File: config.mk
export PLATFORM = sky130hd
export DESIGN_NAME = alu_writeback
export DESIGN_NICKNAME = d
export VERILOG_FILES = /design/src/rtl/alu_writeback.sv
export SDC_FILE = /design/constraint.sdc
export NUM_CORES = 1
export LEC_CHECK = 0
export CAP_MARGIN = 20
export CORE_MARGIN = 5
export CORE_UTILIZATION = 55
export CTS_CLUSTER_DIAMETER = 30
export DETAILED_ROUTE_END_ITERATION = 12
export PLACE_DENSITY = 0.79
export SYNTH_ARGS = -nofsm -noshare
export SYNTH_HDL_FRONTEND = slang
export SYNTH_SLANG_ARGS = --single-unit
File: constraint.sdc
create_clock -name clock -period 3.6 [get_ports clock]
set_clock_uncertainty 0.2 [all_clocks]
set_input_delay 0.36 -clock clock [delete_from_list [all_inputs] [get_ports clock]]
set_output_delay 0.36 -clock clock [all_outputs]
set_load 0.01 [all_outputs]
File: src/rtl/alu_writeback.sv
// Execute/writeback stage: ALU ops and a shift-add multiply feeding the register file write port.
// Latency: single-cycle ops write back at the accept edge; MUL writes back 16 edges after accept.
// Backpressure: in_ready is high only in IDLE; in_valid while busy is ignored, not queued.
module alu_writeback #(
  parameter int WIDTH  = 16,
  parameter int ADDR_W = 4
) (
  input  logic              clock,
  input  logic              clear,
  input  logic              in_valid,
  output logic              in_ready,
  input  logic [2:0]        op,
  input  logic [WIDTH-1:0]  A,
  input  logic [WIDTH-1:0]  B,
  input  logic [ADDR_W-1:0] dest_addr,
  output logic [WIDTH-1:0]  C,
  output logic [ADDR_W-1:0] Caddr,
  output logic              load,
  output logic              carry,
  output logic              zero
);

  // Shift amount and multiply bit counter both span log2(WIDTH) bits.
  localparam int CNT_W = $clog2(WIDTH);

  localparam logic [2:0] OP_ADD = 3'b000;
  localparam logic [2:0] OP_SUB = 3'b001;
  localparam logic [2:0] OP_AND = 3'b010;
  localparam logic [2:0] OP_OR  = 3'b011;
  localparam logic [2:0] OP_XOR = 3'b100;
  localparam logic [2:0] OP_SHL = 3'b101;
  localparam logic [2:0] OP_SHR = 3'b110;
  localparam logic [2:0] OP_MUL = 3'b111;

  typedef enum logic {
    ST_IDLE = 1'b0,
    ST_MUL  = 1'b1
  } state_t;

  state_t              state_q, state_d;
  logic [CNT_W-1:0]    count_q, count_d;
  logic [WIDTH-1:0]    mcand_q, mcand_d;
  logic [WIDTH-1:0]    mplier_q, mplier_d;
  logic [WIDTH-1:0]    acc_q, acc_d;
  logic [ADDR_W-1:0]   dest_q, dest_d;
  logic [WIDTH-1:0]    c_q, c_d;
  logic [ADDR_W-1:0]   caddr_q, caddr_d;
  logic                load_q, load_d;
  logic                carry_q, carry_d;
  logic                zero_q, zero_d;

  logic [WIDTH:0]      sum_w;
  logic [WIDTH:0]      diff_w;
  logic [CNT_W-1:0]    shamt;
  logic [WIDTH-1:0]    alu_res;
  logic                alu_carry;
  logic [WIDTH-1:0]    acc_step;
  logic                accept;

  assign in_ready = (state_q == ST_IDLE);
  assign accept   = in_valid & in_ready;
  assign shamt    = B[CNT_W-1:0];

  // Single-cycle ALU result; the extra top bit of sum/diff yields carry and borrow.
  always_comb begin
    sum_w     = {1'b0, A} + {1'b0, B};
    diff_w    = {1'b0, A} - {1'b0, B};
    alu_res   = '0;
    alu_carry = 1'b0;
    case (op)
      OP_ADD: begin
        alu_res   = sum_w[WIDTH-1:0];
        alu_carry = sum_w[WIDTH];
      end
      OP_SUB: begin
        alu_res   = diff_w[WIDTH-1:0];
        alu_carry = ~diff_w[WIDTH];
      end
      OP_AND:  alu_res = A & B;
      OP_OR:   alu_res = A | B;
      OP_XOR:  alu_res = A ^ B;
      OP_SHL:  alu_res = A << shamt;
      OP_SHR:  alu_res = A >> shamt;
      default: alu_res = '0;
    endcase
  end

  // One multiply step: add the shifted multiplicand when the current multiplier LSB is set.
  always_comb begin
    acc_step = acc_q + (mplier_q[0] ? mcand_q : '0);
  end

  // Next-state and writeback control; outputs hold unless a write is issued.
  always_comb begin
    state_d  = state_q;
    count_d  = count_q;
    mcand_d  = mcand_q;
    mplier_d = mplier_q;
    acc_d    = acc_q;
    dest_d   = dest_q;
    c_d      = c_q;
    caddr_d  = caddr_q;
    load_d   = 1'b0;
    carry_d  = carry_q;
    zero_d   = zero_q;
    case (state_q)
      ST_IDLE: begin
        if (accept) begin
          if (op == OP_MUL) begin
            mcand_d  = A;
            mplier_d = B;
            dest_d   = dest_addr;
            acc_d    = '0;
            count_d  = '0;
            state_d  = ST_MUL;
          end else begin
            c_d     = alu_res;
            caddr_d = dest_addr;
            carry_d = alu_carry;
            zero_d  = (alu_res == '0);
            load_d  = 1'b1;
          end
        end
      end
      ST_MUL: begin
        acc_d    = acc_step;
        mcand_d  = mcand_q << 1;
        mplier_d = mplier_q >> 1;
        count_d  = count_q + 1'b1;
        if (count_q == CNT_W'(WIDTH - 1)) begin
          c_d     = acc_step;
          caddr_d = dest_q;
          carry_d = 1'b0;
          zero_d  = (acc_step == '0);
          load_d  = 1'b1;
          count_d = '0;
          state_d = ST_IDLE;
        end
      end
      default: state_d = ST_IDLE;
    endcase
  end

  // State and output registers; reset aborts any multiply in flight.
  always_ff @(posedge clock or negedge clear) begin
    if (!clear) begin
      state_q  <= ST_IDLE;
      count_q  <= '0;
      mcand_q  <= '0;
      mplier_q <= '0;
      acc_q    <= '0;
      dest_q   <= '0;
      c_q      <= '0;
      caddr_q  <= '0;
      load_q   <= 1'b0;
      carry_q  <= 1'b0;
      zero_q   <= 1'b0;
    end else begin
      state_q  <= state_d;
      count_q  <= count_d;
      mcand_q  <= mcand_d;
      mplier_q <= mplier_d;
      acc_q    <= acc_d;
      dest_q   <= dest_d;
      c_q      <= c_d;
      caddr_q  <= caddr_d;
      load_q   <= load_d;
      carry_q  <= carry_d;
      zero_q   <= zero_d;
    end
  end

  assign C     = c_q;
  assign Caddr = caddr_q;
  assign load  = load_q;
  assign carry = carry_q;
  assign zero  = zero_q;

endmodule
==> impl_metrics.toml, run 1 <==
[setup_path]
worstSetupEndpointType = "flop"
r2r_slack_ns = 0.16
path_class = "flop to flop"
critPathMaxStageDelay_ns = 0.41
r2r-end = "zero$_DFFE_PN0P_"
crit_required_ns = 3.67
crit_family = "simple AND/OR/NAND/NOR gates"
crit_cells = 12
path_cells = "buf_4, and2_2, fa_2, a211oi_4, o21bai_1, a21oi_2, o21a_1, xor2_1, nand4b_1, or4_1, or3b_4, o221ai_2"
cp_slowest_cell = "fa_2"
crit_fanout = 4
crit_arrival_ns = 3.50
start_kind = "flop"
worst-path-buf-inv = 1
cp-startpoint = "mplier_q[0]$_DFFE_PN0P_"
rr_startpoint = "mplier_q[0]$_DFFE_PN0P_"
worst-r2r-cell-count = 12

[yosys]
synth_area_leader_cell = "dfrtp_1"
async_reset_ff_share_pct = 100
synth_area_per_cell_um2 = 8.07
synth_nets = 1142
synthFlopType = "dfrtp_1"
yosys-top-cells-area = "dfrtp_1, ha_1, mux4_2"
synth.distinct_cells = 84
synth_edf_count = 0
syn_area_mm2 = 0.00830
ys_seq_area_share_pct = 24.1
ys_ff_latch = 80
netlist_instances = 1029
yosys_warnings = 0
netlist.area_leader.share_pct = 24.1

[sta]
finalHoldViolCount = 0
relSlewSlack_pct = 38.6
period_share_pct = 95.5
setup_tns_ns = 0
finalSetupViolCount = 0
fmax_ghz = 0.291
maxSlewViolCount = 0
period_needed_ns = 3.44
fin_ws_ns = 0.161
grt_setup_unrepaired = "no"
worstMarginPinSlew_ns = 0.920

[job]
cap_viol_max_count = 0

[layout]
area_growth_pct = 28.9
fin_util_pct = 71.4
nNetsFinal = 1325
stdcell_count = 1405
num_antenna_cells = 0
final_common_cell = "buf_4"
final_cell_mix = "buf_4, nand2_1, nor2_1"
drive_gt1_share_pct = 21.9

[die]
die_h_um = 133
die_width_um = 133
core_area_mm2 = 0.0150
dieArea_mm2 = 0.0176
io_pins = 66
rows = 45
initial_core_util_pct = 55.4

[power]
power.leakage_nw = 4.88
max-vdd-ir-drop_uv = 394
power.density_mw_per_mm2 = 474

[grt]
grt_pass1_wl_um = 46500
antenna_found_initial = 0
grt_start_max_net_pins = 76
grt-ovfl-total = 0
grt_pass1_vias = 8458
grt_util_all_layers_pct = 33.4

[place]
dp_hpwl_um = 23400
gp_congestion = 1.09
place_ws_ns = -0.204
place_inst = 1384
portBuffers = 65

[worst_hold_path]
min_path_type = "flop to flop"
hp-start = "acc_q[14]$_DFFE_PN0P_"
hold_path_end = "acc_q[14]$_DFFE_PN0P_"
hold_depth = 2

[route]
drt_iter0_drc = 1137
drt_first_pass_iters = 7
wl_per_cell_um = 21.5
vias = 8907
route.detailed.drc = 0
routed_wl_um = 30300
postRouteAntennaNets = 0
viasPerCell = 6.34

[clock_network]
root_buffer = "clkbuf_16"
clockBufferDepth = 2
insertion_delay_ns = 0.36
clkTransAtPathRegs_ns = 0.07
cts_buffers = 9
cts_tree = "done"
clock_sink_count = 80
htreeDepth = 3

[run_status]
status = "finished, final reports clean"
[metrics by stage]
step / total power (W) / instance area (um^2) / hold WS (ns)
final: 0.00507 / 10700 / 0.288
after global routing: 0.00538 / 10700 / 0.314
after CTS: 0.00498 / 10500 / 0.292
after detailed placement: 0.00392 / 10200 / 0.190
after global placement: 0.00386 / 10200 / 0.188
after floorplan: 0.00283 / 8300 / -0.136
[synthesized netlist by cell type, types with 6 or more instances]
library cell,n
a211oi_1,15
a21o_1,11
a21oi_1,89
a22oi_1,14
a31oi_1,9
and2_1,17
and3_1,11
buf_2,10
clkbuf_1,50
dfrtp_1,80
ha_1,68
inv_1,55
mux2_2,11
mux2i_1,18
mux4_2,21
nand2_1,106
nand2b_1,9
nand3_1,25
nand3b_1,6
nand4_1,8
nor2_1,99
nor2b_1,9
nor3_1,29
nor4_1,7
o211ai_1,12
o21a_1,11
o21ai_0,69
o221ai_1,13
o22ai_1,10
or2_2,6
or3_1,7
xnor2_1,11
xor2_1,12
[worst max-delay path by stage]
stage                        endpoint  slack [ns]
floorplan            zero$_DFFE_PN0P_        0.09
global placement     zero$_DFFE_PN0P_       -0.10
detailed placement   zero$_DFFE_PN0P_       -0.20
CTS                  zero$_DFFE_PN0P_        0.02
global route        C[15]$_DFFE_PN0P_        0.01
finish               zero$_DFFE_PN0P_        0.16
[per-layer routing]
metal / global-route usage [%] / vias to the layer above / part of all wire, %
met5: 0 / - / 0
met4: 14.8 / 0 / 5.0
met3: 6.35 / 96 / 7.9
met2: 53.2 / 441 / 46
met1: 44.1 / 4223 / 41
li1: - / 4147 / -
[state kept, by name, summed over array words and instances, names as in the netlist]
name      cells
Caddr         4
dest_q        4
mcand_q      16
count_q       4
zero          1
load          1
acc_q        16
C            16
mplier_q     16
state_q       1
carry         1
[power by group]
| group | switching [W] | leakage (nW) | internal, W |
|---|---|---|---|
| Clock | 0.000400 | 0.166 | 0.000637 |
| Combinational | 0.00139 | 3.69 | 0.00117 |
| Sequential | 0.000232 | 1.03 | 0.00123 |
| Total | 0.00202 | 4.88 | 0.00304 |
[kinds of logic after synthesis]
| family | after synthesis | share of synthesized area, % |
|---|---|---|
| buffers and inverters | 124 | 6.15 |
| AOI/OAI and AO/OA | 319 | 25.3 |
| adders and majority gates | 71 | 11.0 |
| xor gates and xnor gates | 23 | 2.43 |
| and+or+nand+nor | 358 | 20.6 |
| muxes | 54 | 10.4 |
| DFF | 80 | 24.1 |
[layout make-up]
class                           count  area, um^2
Multi-Input combinational cell    825        5920
Fill cell                        1211        4280
Tap cell                          188         235
Sequential cell                    80        2000
Timing Repair Buffer              241        2000
Clock inverter                      6        97.6
Inverter                           55         206
Clock buffer                       10         239
[worst min-delay path, delay by kind of cell (launching register included)]
| family | cells | cell delay [ns] |
|---|---|---|
| DFF | 1 | 0.35 |
| and+or+nand+nor | 2 | 0.10 |
[repair_timing]
item	4_1_cts	5_1_grt
buffers inserted	1	3
pin swaps	2	14
hold buffers	1	0
gates resized for setup	3	27
setup endpoints to repair	1	1
endpoints found under the hold margin	40	0
Note: power is estimated with default switching activity, not from simulation.
==> run 2: changes to the inputs <==
--- a/config.mk
+++ b/config.mk
@@ -10,6 +10,7 @@
 export CORE_UTILIZATION = 55
 export CTS_CLUSTER_DIAMETER = 30
 export DETAILED_ROUTE_END_ITERATION = 12
+export GPL_ROUTABILITY_DRIVEN = 0
 export PLACE_DENSITY = 0.79
 export SYNTH_ARGS = -nofsm -noshare
 export SYNTH_HDL_FRONTEND = slang
==> impl_metrics.toml, run 2 (synthesis gave the netlist of run 1 again) <==
[layout]
final_common_cell = "buf_4"
num_antenna_cells = 0
area_growth_pct = 25.5
fin_util_pct = 69.5
final_cell_mix = "buf_4, nand2_1, nor2_1"
nNetsFinal = 1292
fillers = 1187
postLayoutCellArea_mm2 = 0.0104
drive_gt1_share_pct = 19.3

[die]
dieArea_mm2 = 0.0176
die_h_um = 133
initial_core_util_pct = 55.4
core_area_mm2 = 0.0150
io_pins = 66
die_width_um = 133
rows = 45

[place]
portBuffers = 65
dp_hpwl_um = 21400
place_ws_ns = -0.197
place_area_mm2 = 0.00991

[clock_network]
clkTransAtPathRegs_ns = 0.07
clock_sink_count = 80
insertion_delay_ns = 0.35
htreeDepth = 3
cts_tree = "done"
root_buffer = "clkbuf_16"
cts_buffers = 9
clockBufferDepth = 2

[setup_path]
crit_arrival_ns = 3.56
crit_required_ns = 3.67
crit_fanout = 3
worstSetupEndpointType = "flop"
start_kind = "flop"
path_class = "flop to flop"

[grt]
grt_pass1_vias = 8338
grt_pass1_wl_um = 43400
antenna_found_initial = 0
grt-ovfl-total = 0
grt_util_all_layers_pct = 30.6
grt_start_max_net_pins = 81

[job]
cap_viol_max_count = 0

[power]
power.leakage_nw = 4.67
power.density_mw_per_mm2 = 463
max-vdd-ir-drop_uv = 238

[sta]
worstMarginPinSlew_ns = 0.704
fmax_ghz = 0.287
finalHoldViolCount = 0
fin_ws_ns = 0.110
relSlewSlack_pct = 53.0
period_needed_ns = 3.49
period_share_pct = 96.9
finalSetupViolCount = 0
maxSlewViolCount = 0

[worst_hold_path]
min_path_type = "input port to async pin"

[route]
postRouteAntennaNets = 0
wl_per_cell_um = 20.3
route.detailed.drc = 0
vias = 8903
routed_wl_um = 27900
drt_iter0_drc = 1122
viasPerCell = 6.49
drt_first_pass_iters = 6

[run_status]
status = "finished, final reports clean"
[run 2: changes by cell type in the layout (fill, tap and decap cells not counted), sizes merged]
cell / change
clkbuf: +1
buf: -33
clkinv: +1
bufinv: -2
inv: -2
clkinvlp: +2
[run 2: through the flow]
step	hold WS [ns]	total power, W	TNS (ns)	cells
floorplan	-0.136	0.00283	0	1029
CTS	0.0262	0.00472	0	1365
detailed placement	0.273	0.00384	-0.803	1349
global placement	0.266	0.00375	-0.162	1349
finish	0.217	0.00482	0	1372
global route	0.242	0.00512	-0.00314	1372
[run 2: final timing paths]
path | slack [ns] | cells after the start | from | endpoint
setup / recovery | 0.11 | 13 | mplier_q[0]$_DFFE_PN0P_ | zero$_DFFE_PN0P_
hold / removal | 0.22 | 2 | clear | count_q[3]$_DFFE_PN0P_
setup reg to reg | 0.11 | 13 | mplier_q[0]$_DFFE_PN0P_ | zero$_DFFE_PN0P_
hold reg to reg | 0.29 | 2 | acc_q[8]$_DFFE_PN0P_ | acc_q[8]$_DFFE_PN0P_
max in group asynchronous | 2.39 | 3 | clear | acc_q[8]$_DFFE_PN0P_
min in group clock | 0.29 | 2 | acc_q[8]$_DFFE_PN0P_ | acc_q[8]$_DFFE_PN0P_
[run 2: timing repair]
action,CTS,global route
gates cloned,0,0
setup buffers,0,5
gates resized for setup,4,25
pin swaps,2,11
hold buffers,0,1
endpoints found under the setup margin,1,3
endpoints found under the hold margin,0,13
[run 2: power breakdown]
part           internal (W)  switching [W]  total, W  leakage [nW]
Combinational       0.00112        0.00133   0.00245          3.52
Clock              0.000491       0.000385  0.000876         0.132
Sequential          0.00123       0.000264   0.00150          1.03
[run 2: metal layers]
layer / track usage [%] / part of all wire [%] / wire length, um / up-vias
li1: - / - / - / 4070
met1: 39.0 / 39 / 10900 / 4155
met2: 47.5 / 45 / 12500 / 540
met3: 7.34 / 10 / 2850 / 138
met4: 17.5 / 6.1 / 1710 / 0
met5: 0 / 0 / 0 / -
[run 2: critical path, cell delays in order (launching register included)]
cell,delay [ns]
dfrtp_1,0.38
buf_4,0.14
and2_1,0.18
buf_4,0.14
ha_1,0.29
a211oi_2,0.24
o21a_1,0.23
o21bai_2,0.10
a21o_1,0.20
xor2_1,0.16
nand4b_1,0.18
or4_1,0.41
or3b_4,0.41
o221ai_2,0.13
[run 2: final cells by class]
| class | instances | area, um^2 | area share [%] |
|---|---|---|---|
| multi-input cells | 825 | 5930 | 57.0 |
| well taps | 188 | 235 | 2.26 |
| clock buffers | 11 | 243 | 2.33 |
| inverters | 55 | 206 | 1.98 |
| repair buffers | 208 | 1750 | 16.8 |
| clock inverters | 5 | 41.3 | 0.396 |
| flip-flops and latches | 80 | 2000 | 19.2 |
